$ cat config.mk
export PLATFORM = sky130hd
export DESIGN_NAME = adder_rr_scheduler_flat
export DESIGN_NICKNAME = d
export VERILOG_FILES = /design/src/rtl/adder_rr_scheduler_pkg.sv /design/src/rtl/adder_rr_scheduler_if.sv /design/src/rtl/adder_tagged_pipe.sv /design/src/rtl/adder_rr_scheduler.sv /design/src/flat_wrapper.sv
export SDC_FILE = /design/constraint.sdc
export NUM_CORES = 1
export LEC_CHECK = 0
export ABC_AREA = 1
export BUFFER_PORTS_ARGS = -buffer_cell sky130_fd_sc_hd__buf_2
export CAP_MARGIN = 20
export CORE_MARGIN = 4
export CORE_UTILIZATION = 50
export DETAILED_ROUTE_END_ITERATION = 7
export PLACE_DENSITY = 0.79
export SLEW_MARGIN = 5
export SYNTH_ARGS = -nofsm -noshare
export SYNTH_HDL_FRONTEND = slang
export SYNTH_SLANG_ARGS = --single-unit
$ cat constraint.sdc
create_clock -name clk -period 4.6 [get_ports clk]
set_clock_uncertainty 0.1 [all_clocks]
set_input_delay 0.69 -clock clk [delete_from_list [all_inputs] [get_ports clk]]
set_output_delay 0.69 -clock clk [all_outputs]
set_load 0.02 [all_outputs]
$ cat src/rtl/adder_rr_scheduler_pkg.sv
// Shared constants and types for the round-robin adder scheduler.
package adder_sched_pkg;

    localparam int DEF_ADDER_WIDTH = 33;
    localparam int DEF_NUM_REQ     = 4;

    // Tag width never drops below one bit, so res_id always exists.
    function automatic int id_w(input int n);
        return (n <= 2) ? 1 : $clog2(n);
    endfunction

    localparam int DEF_ID_W = id_w(DEF_NUM_REQ);

    typedef struct packed {
        logic [DEF_ADDER_WIDTH:0] sum;
        logic [DEF_ID_W-1:0]      id;
    } res_t;

endpackage

$ cat src/rtl/adder_rr_scheduler_if.sv
// Requester-side and result-side handshake bundle of the adder scheduler.
interface adder_rr_scheduler_if
    import adder_sched_pkg::*;
#(
    parameter int ADDER_WIDTH = DEF_ADDER_WIDTH,
    parameter int NUM_REQ     = DEF_NUM_REQ,
    parameter int ID_W        = id_w(NUM_REQ)
);
    logic [NUM_REQ-1:0]             req_valid;
    logic [NUM_REQ*ADDER_WIDTH-1:0] req_a;
    logic [NUM_REQ*ADDER_WIDTH-1:0] req_b;
    logic [NUM_REQ-1:0]             req_ready;
    logic                           res_valid;
    logic [ADDER_WIDTH:0]           res_sum;
    logic [ID_W-1:0]                res_id;
    logic                           res_ready;

    modport master (
        output req_valid, req_a, req_b, res_ready,
        input  req_ready, res_valid, res_sum, res_id
    );

    modport slave (
        input  req_valid, req_a, req_b, res_ready,
        output req_ready, res_valid, res_sum, res_id
    );
endinterface

$ cat src/rtl/adder_tagged_pipe.sv
// Two-stage registered adder (operands, then sum) carrying a valid bit and
// requester tag; both stages move together on a shared advance enable.
module adder_tagged_pipe #(
    parameter int ADDER_WIDTH = 33,
    parameter int ID_W        = 2
) (
    input  logic                   clk,
    input  logic                   reset,
    input  logic                   advance,
    input  logic                   in_valid,
    input  logic [ADDER_WIDTH-1:0] in_a,
    input  logic [ADDER_WIDTH-1:0] in_b,
    input  logic [ID_W-1:0]        in_id,
    output logic                   out_valid,
    output logic [ADDER_WIDTH:0]   out_sum,
    output logic [ID_W-1:0]        out_id
);
    logic                   s1_valid;
    logic [ADDER_WIDTH-1:0] s1_a;
    logic [ADDER_WIDTH-1:0] s1_b;
    logic [ID_W-1:0]        s1_id;

    // Data registers load even on bubbles; consumers qualify with out_valid.
    always_ff @(posedge clk) begin
        if (reset) begin
            s1_valid  <= 1'b0;
            s1_a      <= '0;
            s1_b      <= '0;
            s1_id     <= '0;
            out_valid <= 1'b0;
            out_sum   <= '0;
            out_id    <= '0;
        end else if (advance) begin
            s1_valid  <= in_valid;
            s1_a      <= in_a;
            s1_b      <= in_b;
            s1_id     <= in_id;
            out_valid <= s1_valid;
            out_sum   <= {1'b0, s1_a} + {1'b0, s1_b};
            out_id    <= s1_id;
        end
    end
endmodule

$ cat src/rtl/adder_rr_scheduler.sv
// Round-robin front end sharing one tagged two-stage adder among NUM_REQ
// requesters; results return on a single backpressured port in grant order.
module adder_rr_scheduler
    import adder_sched_pkg::*;
#(
    parameter int ADDER_WIDTH = DEF_ADDER_WIDTH,
    parameter int NUM_REQ     = DEF_NUM_REQ,
    parameter int ID_W        = id_w(NUM_REQ)
) (
    input logic                 clk,
    input logic                 reset,
    adder_rr_scheduler_if.slave bus
);
    logic [ID_W-1:0]        ptr;
    logic [ID_W-1:0]        grant;
    logic [ID_W-1:0]        ptr_next;
    logic [ID_W:0]          scan;
    logic                   found;
    logic                   advance;
    logic                   transfer;
    logic [ADDER_WIDTH-1:0] sel_a;
    logic [ADDER_WIDTH-1:0] sel_b;

    // Rotate-priority encoder: first valid at or after ptr, wrapping.
    always_comb begin
        found = 1'b0;
        grant = '0;
        scan  = '0;
        for (int k = 0; k < NUM_REQ; k++) begin
            scan = {1'b0, ptr} + (ID_W+1)'(k);
            if (scan >= (ID_W+1)'(NUM_REQ)) begin
                scan = scan - (ID_W+1)'(NUM_REQ);
            end
            if (!found && bus.req_valid[scan[ID_W-1:0]]) begin
                found = 1'b1;
                grant = scan[ID_W-1:0];
            end
        end
    end

    assign advance  = !(bus.res_valid && !bus.res_ready);
    assign transfer = found && advance && !reset;
    assign ptr_next = (grant == ID_W'(NUM_REQ - 1)) ? '0 : grant + 1'b1;

    always_comb begin
        bus.req_ready = '0;
        if (transfer) begin
            bus.req_ready[grant] = 1'b1;
        end
    end

    always_ff @(posedge clk) begin
        if (reset) begin
            ptr <= '0;
        end else if (transfer) begin
            ptr <= ptr_next;
        end
    end

    assign sel_a = bus.req_a[int'(grant)*ADDER_WIDTH +: ADDER_WIDTH];
    assign sel_b = bus.req_b[int'(grant)*ADDER_WIDTH +: ADDER_WIDTH];

    adder_tagged_pipe #(
        .ADDER_WIDTH (ADDER_WIDTH),
        .ID_W        (ID_W)
    ) u_pipe (
        .clk       (clk),
        .reset     (reset),
        .advance   (advance),
        .in_valid  (transfer),
        .in_a      (sel_a),
        .in_b      (sel_b),
        .in_id     (grant),
        .out_valid (bus.res_valid),
        .out_sum   (bus.res_sum),
        .out_id    (bus.res_id)
    );
endmodule

$ cat src/flat_wrapper.sv
// flat-port wrapper written by rule: the top's interface ports become plain ports
module adder_rr_scheduler_flat import adder_sched_pkg::*;
#(
    parameter int ADDER_WIDTH = DEF_ADDER_WIDTH,
    parameter int NUM_REQ     = DEF_NUM_REQ,
    parameter int ID_W        = id_w(NUM_REQ)
)
  (clk, reset, bus_req_valid, bus_req_a, bus_req_b, bus_res_ready, bus_req_ready, bus_res_valid, bus_res_sum, bus_res_id);
  adder_rr_scheduler_if #(.ADDER_WIDTH(ADDER_WIDTH), .NUM_REQ(NUM_REQ), .ID_W(ID_W)) bus_i ();
  input logic clk;
  input logic reset;
  input wire logic [$bits(bus_i.req_valid)-1:0] bus_req_valid;
  input wire logic [$bits(bus_i.req_a)-1:0] bus_req_a;
  input wire logic [$bits(bus_i.req_b)-1:0] bus_req_b;
  input wire logic [$bits(bus_i.res_ready)-1:0] bus_res_ready;
  output wire logic [$bits(bus_i.req_ready)-1:0] bus_req_ready;
  output wire logic [$bits(bus_i.res_valid)-1:0] bus_res_valid;
  output wire logic [$bits(bus_i.res_sum)-1:0] bus_res_sum;
  output wire logic [$bits(bus_i.res_id)-1:0] bus_res_id;
  assign bus_i.req_valid = bus_req_valid;
  assign bus_i.req_a = bus_req_a;
  assign bus_i.req_b = bus_req_b;
  assign bus_i.res_ready = bus_res_ready;
  assign bus_req_ready = bus_i.req_ready;
  assign bus_res_valid = bus_i.res_valid;
  assign bus_res_sum = bus_i.res_sum;
  assign bus_res_id = bus_i.res_id;
  adder_rr_scheduler #(.ADDER_WIDTH(ADDER_WIDTH), .NUM_REQ(NUM_REQ), .ID_W(ID_W)) u_core (.clk(clk), .reset(reset), .bus(bus_i));
endmodule
After elaboration in Yosys (flattened, before gate mapping)

Cells that the tools add are included.

Bits in registers: 108
Input bits: 271
Output and inout port bits: 41

Add/sub/neg operators: 9
Multiply operators: 1
Magnitude comparators: 10
Eq/ne operators: 1
Shift operators: 2
Muxes and demuxes: 24
Reductions and logical operators: 13

Operator list:

| kind                | number |
|---|---|
| $shiftx 132x32->33  | 2 |
| $add 33x33->34      | 1 |
| $mux 2              | 9 |
| $lt 2x3->1 const B  | 5 |
| $ge 3x3->1 const B  | 3 |
| $mux 1              | 9 |
| $bmux 1 s2          | 4 |
| $mul 2x6->8 const B | 1 |
| $sub 2x1->2 const B | 4 |
| $logic_and 1x1->1   | 7 |
| $add 2x2->3 const B | 2 |
| $logic_not 1->1     | 6 |
| $mux 4              | 1 |
| $add 2x1->3 const B | 1 |
| $ge 2x3->1 const B  | 1 |
| $add 2x1->2 const B | 1 |
| $demux 1 s2         | 1 |
| $eq 2x2->1 const B  | 1 |
| $ge 2x1->1 const B  | 1 |

Logic depth before layout (Yosys ltp)

Gate-level depths: netlist of run 1.

Word-level depth: 19
Depth in mapped cells: 17
Mapped depth without buffers: 16

By module

Synthesis of run 1 repeated with hierarchy kept, for this count alone.

Cell total of the unflattened synthesis: 1831
Area total of the unflattened synthesis: 9754.4 µm²

By module, submodules not included:

| module             | instances | cells each | area an instance (µm²) | sequential area each (µm²) |
|---|---|---|---|---|
| adder_tagged_pipe  | 1         | 1035       | 6332.3                 | 2122.0 |
| adder_rr_scheduler | 1         | 796        | 3422.0                 | 40.0 |

Worst setup path before layout of run 1

Ideal clock, no wire load.

Path type: input to output
Start point: input bus_req_valid[3]
End point: output bus_req_ready[0]
Data arrival time: 2.133 ns
Required time: 3.810 ns
Setup slack: 1.677 ns
Stages: 12
Cells stage by stage: inv_1 > nand2_1 > nand3_1 > nand2_2 > nor2_4 > nand3_2 > nand3_2 > buf_6 > buf_4 > ha_1 > inv_1 > nor2_1

Word-level cells in the longest chain between the ends: 17

Ends and longest elaborated chain:

| item                                                                  | RTL line                 | source |
|---|---|---|
| from (decl)                                                           | flat_wrapper.sv:12       | `input wire logic [$bits(bus_i.req_valid)-1:0] bus_req_valid;` |
| $bmux 1 s2                                                            | adder_rr_scheduler.sv:34 | `if (!found && bus.req_valid[scan[ID_W-1:0]]) begin` |
| $mux 1 (not written as such)                                          | adder_rr_scheduler.sv:34 |  |
| $mux 1                                                                | adder_rr_scheduler.sv:34 |  |
| $logic_not 1->1                                                       | adder_rr_scheduler.sv:34 |  |
| $logic_and 1x1->1                                                     | adder_rr_scheduler.sv:34 |  |
| $mux 1                                                                | adder_rr_scheduler.sv:34 |  |
| $logic_not 1->1                                                       | adder_rr_scheduler.sv:34 |  |
| $logic_and 1x1->1                                                     | adder_rr_scheduler.sv:34 |  |
| $mux 1                                                                | adder_rr_scheduler.sv:34 |  |
| $logic_not 1->1                                                       | adder_rr_scheduler.sv:34 |  |
| $logic_and 1x1->1                                                     | adder_rr_scheduler.sv:34 |  |
| $mux 2                                                                | adder_rr_scheduler.sv:34 |  |
| $lt 2x3->1 (not written as such) / $ge 2x1->1 (equally long branches) | adder_rr_scheduler.sv:48 | `bus.req_ready[grant] = 1'b1;` |
| $logic_and 1x1->1 (not written as such)                               | adder_rr_scheduler.sv:48 |  |
| $mux 1 (not written as such)                                          | adder_rr_scheduler.sv:48 |  |
| $demux 1 s2                                                           | -                        |  |
| $mux 4 (*)                                                            | adder_rr_scheduler.sv:47 | `if (transfer) begin` |
| to (decl)                                                             | flat_wrapper.sv:16       | `output wire logic [$bits(bus_i.req_ready)-1:0] bus_req_ready;` |

Mark *: on every way between the ends. The rest lies on a longest branch, timed or not. The select of a mux whose other input is x is not followed.

Final worst setup path of run 1

Start point: register u_core.ptr[0]
End point: output bus_req_ready[1]

Word-level cells in the longest chain between the ends: 19

Ends and longest elaborated chain:

| item                                                                 | RTL line                 | source |
|---|---|---|
| from (decl)                                                          | adder_rr_scheduler.sv:14 | `logic [ID_W-1:0] ptr;` |
| from (signal assigned)                                               | adder_rr_scheduler.sv:56 | `ptr <= ptr_next;` |
| parallel branches: the longest is 18 deep, another holds $add 2x1->3 | -                        |  |
| $mux 4 (*)                                                           | adder_rr_scheduler.sv:47 |  |

Every way passes the cells marked *. The select of a mux whose other input is x is not followed.

==> results.cfg, run 1 <==
[run_status]
outcome = finished clean

[grt]
grt-ovfl-total = 0
grt_max_degree = 85
grt_pass1_vias = 10310
grt_pass1_wl_um = 52450
grtUsageTotal_pct = 29.86
antenna_found_initial = 1

[synthesis]
syn_area_per_cell_um2 = 5.543
synth.distinct_cells = 40
ys_ff_latch = 108
synthArstFlopShare_pct = 0
synthFlopType = dfxtp_1
postSynthCellCount = 1702
synth_edf_count = 0
synth_fp_nets = 2011
yosysSeqAreaShare_pct = 22.92
synth_warnings = 0
netlist_area_um2 = 9434

[floorplan]
dieHeight_um = 145.4
start_util_pct = 51.64
die-area_um2 = 21130
core_um2 = 18270
io-pin-count = 312
rows = 49
fp.dieW_um = 145.4

[final_layout]
fillerInstances = 1876
final_cells = 2183
area_growth_pct = 19.77
final_common_cell = nand2_1
final_util_pct = 61.85
layout_common_cells = 566 x nand2_1, 314 x inv_1, 311 x buf_2, 153 x nand3_1, 121 x nor2_1
drive_gt1_share_pct = 18.28
fin_nets = 2258

[clock_tree]
cts-root-buf = clkbuf_16
clock_latency_ns = 0.35
ctsHoldBuffers = 0
cts-resized-gates = 0
cts_tree = done
path_clk_slew_ns = 0.07
post_cts_buffers = 0
numCtsBuffers = 9
h-tree-depth = 3
cts_buffer_depth = 2
clock_sinks = 108

[drt]
avgRoutedWirePerCell_um = 15.23
drc = 0
vias = 11280
wl_um = 33240
antenna_left = 0
avgViaCountPerCell = 5.165
dr.pass1.iters = 5
first_iter_violations = 810

[hold_path]
holdPathStages = 2
min_from = u_core.u_pipe.out_sum[11]
holdPathEnd = u_core.u_pipe.out_sum[11]
hold_path.class = reg -> reg

[sta]
finalSetupTns_ns = 0
period_minus_slack_ns = 3.771
worst_pin_slew_ns = 0.9720
slew_violations = 0
rsz0062_at_grt = no
layout_worst_path_cycle_share_pct = 81.98
timing.fmax_mhz = 265.2
setup_viol = 0
slew_headroom_pct = 34.96
setup_ws_ns = 0.8290
finalHoldViolCount = 0

[setup_path]
reg2reg_to = u_core.u_pipe.s1_b[18]
startpoint_type = register
r2r_slack_ns = 1.26
startpoint = u_core.ptr[0]
critPathCaptureType = output pin
cp.depth = 13
slowest_stage = dfxtp_1
crit_path_frequent_cell = nand2_1
path_cells = inv_2 > nand2_1 > nand2_2 > nand2_1 > nand2_1 > nor2_4 > nand3_1 > nand2_2 > buf_4 > ha_1 > inv_1 > nor2_1 > buf_2
r2r_cells = 15
crit_path_max_fanout = 50
worstSetupPathType = reg -> out
critPathRequiredTime_ns = 3.81
cp.arrival_ns = 2.98
r2r-start = u_core.ptr[0]
cpLargestDelayFamily = simple AND/OR/NAND/NOR gates
slowest_delay_ns = 0.60
path_buf_inv = 4

[power_and_ir_drop]
pwr-share-comb_pct = 72.5
seqPwrFrac_pct = 18.7
finalPower_uw = 8756
leakagePower_uw = 0.007114
netSwitchingFraction_pct = 56.92
power.density_nw_per_um2 = 774.9
switching_power_uw = 4984
p_int_uw = 3772
irDropWorstVdd_v = 0.0006082
p_clk_share_pct = 8.8

[placement]
gp_congestion = 0.9572
preCtsSetupSlack_ns = 1.174
port_buffers = 311
place_inst = 2166
post-dp-hpwl_um = 26060

[flow_run]
max_cap_viol_count = 0
==> cells by family (layout without fill, tap and decap cells) <==
logic type | count (synthesis) | after routing | share of synthesized area, %
adders and majority gates | 38 | 38 | 5.119
buffers and inverters | 411 | 662 | 17.32
other | 0 | 1 | 0
DFF | 108 | 108 | 22.92
AOI/OAI and AO/OA | 183 | 183 | 10.62
xor gates and xnor gates | 11 | 11 | 1.021
and+or+nand+nor | 951 | 951 | 43.00
==> worst reg2reg max path, delay by kind of cell (launching register included) <==
family	cells	cell delay (ns)
buffers and inverters	4	0.87
DFF	1	0.60
and+or+nand+nor	11	1.71
==> final cells by class <==
type                            count  area (um2)  share of cell area (%)
Multi-Input combinational cell   1183        5668                   50.16
Clock buffer                       13       250.2                   2.215
Tap cell                          229       286.5                   2.536
Sequential cell                   108        2162                   19.13
Antenna cell                        1       2.502                 0.02215
Clock inverter                      2       35.03                  0.3100
Inverter                          321        1206                   10.67
Timing Repair Buffer              326        1689                   14.95
==> power by group through the flow <==
stage	Sequential, uW	Combinational (uW)	Clock [uW]
after floorplan	1670	4670	0
after global routing	1670	7160	817
after global placement	1640	6210	0
final	1640	6350	768
after CTS	1630	6290	780
after detailed placement	1640	6260	0
==> metal layers <==
layer  track usage [%]  share of wire (%)  vias up
met1             40.29                 45     4975
met3             4.827                6.8       45
li1                  -                  -     5814
met5                 0                  0        -
met4             8.500                2.7        0
met2             49.54                 46      442
==> metrics by stage <==
step,hold WS [ns],area (um2)
4_1_cts,0.3522,11270
2_1_floorplan,0.3166,9434
6_report,0.3557,11300
5_1_grt,0.3687,11300
3_5_place_dp,0.3382,10980
3_3_place_gp,0.3354,10980
==> worst max-delay path by stage <==
stage | end | slack [ns]
6_report | bus_req_ready[1] | 0.83
5_1_grt | bus_req_ready[0] | 0.58
4_1_cts | bus_req_ready[1] | 0.85
3_5_place_dp | bus_req_ready[1] | 1.17
3_3_place_gp | bus_req_ready[1] | 1.19
2_1_floorplan | bus_req_ready[0] | 1.68
==> sequential cells by signal (all words and copies together), names as in the netlist <==
name                     cells
u_core.u_pipe.s1_valid       1
u_core.ptr                   2
u_core.u_pipe.out_valid      1
u_core.u_pipe.s1_b          33
u_core.u_pipe.out_id         2
u_core.u_pipe.s1_a          33
u_core.u_pipe.out_sum       34
u_core.u_pipe.s1_id          2
==> synthesized netlist by cell type (all sizes together), types with 2 or more instances <==
cell type  number  area share [%]
nand4          91             6.0
o21bai          4            0.32
nand2         570              23
a21o            5            0.40
nand3b          4            0.32
o21ai         106             5.6
nor2          123             5.0
xnor2           4            0.37
nand3         157             8.5
dfxtp         108              23
o21a            3            0.24
xor2            7            0.65
clkbuf         51             2.0
a22o            2            0.19
inv           320              13
o211ai          3            0.24
a31oi           2            0.13
nor3            4            0.21
a21oi          50             2.8
ha             37             4.9
buf            39             2.5
Note: power is estimated with default switching activity, not from simulation.
==> inputs of run 2 (changes only) <==
--- a/config.mk
+++ b/config.mk
@@ -9,9 +9,9 @@
 export BUFFER_PORTS_ARGS = -buffer_cell sky130_fd_sc_hd__buf_2
 export CAP_MARGIN = 20
 export CORE_MARGIN = 4
-export CORE_UTILIZATION = 50
+export CORE_UTILIZATION = 47
 export DETAILED_ROUTE_END_ITERATION = 7
-export PLACE_DENSITY = 0.79
+export PLACE_DENSITY = 0.78
 export SLEW_MARGIN = 5
 export SYNTH_ARGS = -nofsm -noshare
 export SYNTH_HDL_FRONTEND = slang
==> constraint.sdc (replaced) <==
create_clock -name clk -period 3.1 [get_ports clk]
set_clock_uncertainty 0.1 [all_clocks]
set_input_delay 0.465 -clock clk [delete_from_list [all_inputs] [get_ports clk]]
set_output_delay 0.465 -clock clk [all_outputs]
set_load 0.02 [all_outputs]
==> run 2 against run 1 <==
  * Critical path depth is the same
  * Highest routed layer unchanged
  * Critical path type unchanged
  * Worst setup slack worse by 0.59 ns
  * Combinational power is 50% higher
  * Core utilization is 3.6 points lower
  * First-iteration DRC count is 5.9% higher
  * Count of clock-buffer cells in the layout fell by 3
  * Sequential share of layout area fell by 0.16 points
==> results.cfg, run 2 (same netlist as run 1, synthesis figures left out) <==
[clock_tree]
path_clk_slew_ns = 0.07
post_cts_buffers = 0
cts_buffer_depth = 2
clock_sinks = 108
clock_latency_ns = 0.36
numCtsBuffers = 9
cts_tree = done
h-tree-depth = 3
cts-root-buf = clkbuf_16

[setup_path]
startpoint_type = register
cp.arrival_ns = 2.29
critPathCaptureType = output pin
crit_path_max_fanout = 16
critPathRequiredTime_ns = 2.53
worstSetupPathType = reg -> out

[grt]
grtUsageTotal_pct = 29.35
met2_usage_pct = 49.62
grt_max_degree = 131
grt_pass1_wl_um = 52610
busiest_layer = met2
grt-ovfl-total = 0
antenna_found_initial = 0
grt_pass1_vias = 10420
gr-usage-met1_pct = 39.49
grtUsageMet3_pct = 3.301

[final_layout]
regMostFlops = u_core.u_pipe.out_sum
multi_input_area_um2 = 5668
regArea_um2 = 2166
area_growth_pct = 20.98
num_antenna_cells = 0
reg_top3 = u_core.u_pipe.out_sum (34), u_core.u_pipe.s1_a (33), u_core.u_pipe.s1_b (33)
final_common_cell = nand2_1
largest_reg_flops = 34
layout_common_cells = 566 x nand2_1, 314 x inv_1, 311 x buf_2, 153 x nand3_1, 121 x nor2_1
fillerInstances = 2033
fin_nets = 2262
drive_gt1_share_pct = 18.64

[power_and_ir_drop]
irDropWorstVdd_v = 0.001495
leakagePower_uw = 0.007151
power.density_nw_per_um2 = 1145
finalPower_uw = 13070

[placement]
preCtsSetupSlack_ns = 0.3292
gp_congestion = 0.9445
post-dp-hpwl_um = 26950
port_buffers = 311

[sta]
rsz0062_at_grt = no
period_minus_slack_ns = 2.857
worst_pin_slew_ns = 0.5635
setup_viol = 0
timing.fmax_mhz = 350.0
finalSetupTns_ns = 0
finalHoldViolCount = 0
slew_headroom_pct = 62.43
setup_ws_ns = 0.2426
slew_violations = 0
layout_worst_path_cycle_share_pct = 92.17

[drt]
dr.pass1.iters = 5
vias = 11330
antenna_left = 0
avgViaCountPerCell = 5.097
avgRoutedWirePerCell_um = 15.19
drc = 0
wl_um = 33760
first_iter_violations = 858

[floorplan]
dieHeight_um = 149.7
rows = 51
fp.dieW_um = 149.7
die-area_um2 = 22400
io-pin-count = 312
core_um2 = 19590
start_util_pct = 48.16

[flow_run]
max_cap_viol_count = 0

[run_status]
outcome = finished clean

[hold_path]
hold_path.class = in -> reg
-- run 2: per-layer routing --
metal	vias up	share of wire (%)
li1	5821	-
met1	5031	44
met2	430	47
met3	49	7.2
met4	0	2.4
met5	-	0
-- run 2: through the flow --
stage	area, um2	hold slack (ns)	util, %	std cells
2_1_floorplan	9434	0.3166	-	1702
3_3_place_gp	11130	0.3379	56.81	2207
3_5_place_dp	11130	0.3492	56.81	2207
4_1_cts	11410	0.3428	58.24	2223
5_1_grt	11410	0.3450	58.26	2223
6_report	11410	0.3520	58.26	2223
-- run 2: final cells by class --
cell class / instances / area share, %
well taps: 265 / 2.905
multi-input cells: 1183 / 49.66
flip-flops and latches: 108 / 18.98
inverters: 321 / 10.59
clock buffers: 10 / 2.006
repair buffers: 330 / 15.44
clock inverters: 6 / 0.4275
-- run 2: power by group --
group	internal, uW	switching (uW)
Combinational	3110	6390
Clock	555	552
Sequential	1990	472
Total	5650	7420
-- run 2: timing repair --
action,CTS,global route
hold buffers,0,0
endpoints found under the setup margin,2,3
pin swaps,0,2
resized for setup,1,2
-- run 2: path summary, 6_finish.rpt --
| kind | from | to | slack, ns | cells after the start |
|---|---|---|---|---|
| worst max register to register | u_core.u_pipe.s1_b[0] | u_core.u_pipe.out_sum[30] | 0.47 | 14 |
| worst min register to register | u_core.u_pipe.out_sum[3] | u_core.u_pipe.out_sum[3] | 0.36 | 1 |
| worst max-delay path | u_core.ptr[0] | bus_req_ready[1] | 0.24 | 13 |
| worst min-delay path | reset | u_core.u_pipe.s1_a[12] | 0.35 | 2 |
-- run 2: worst max-delay path, cell delays in order, from the launching register on --
cell	delay, ns
dfxtp_4	0.42
inv_2	0.10
nand2_1	0.09
nand2_2	0.08
nand2_1	0.08
nand2_1	0.08
nor2_4	0.14
nand3_4	0.21
nand3_4	0.20
inv_4	0.09
ha_1	0.20
inv_1	0.05
nor2_1	0.03
buf_2	0.16
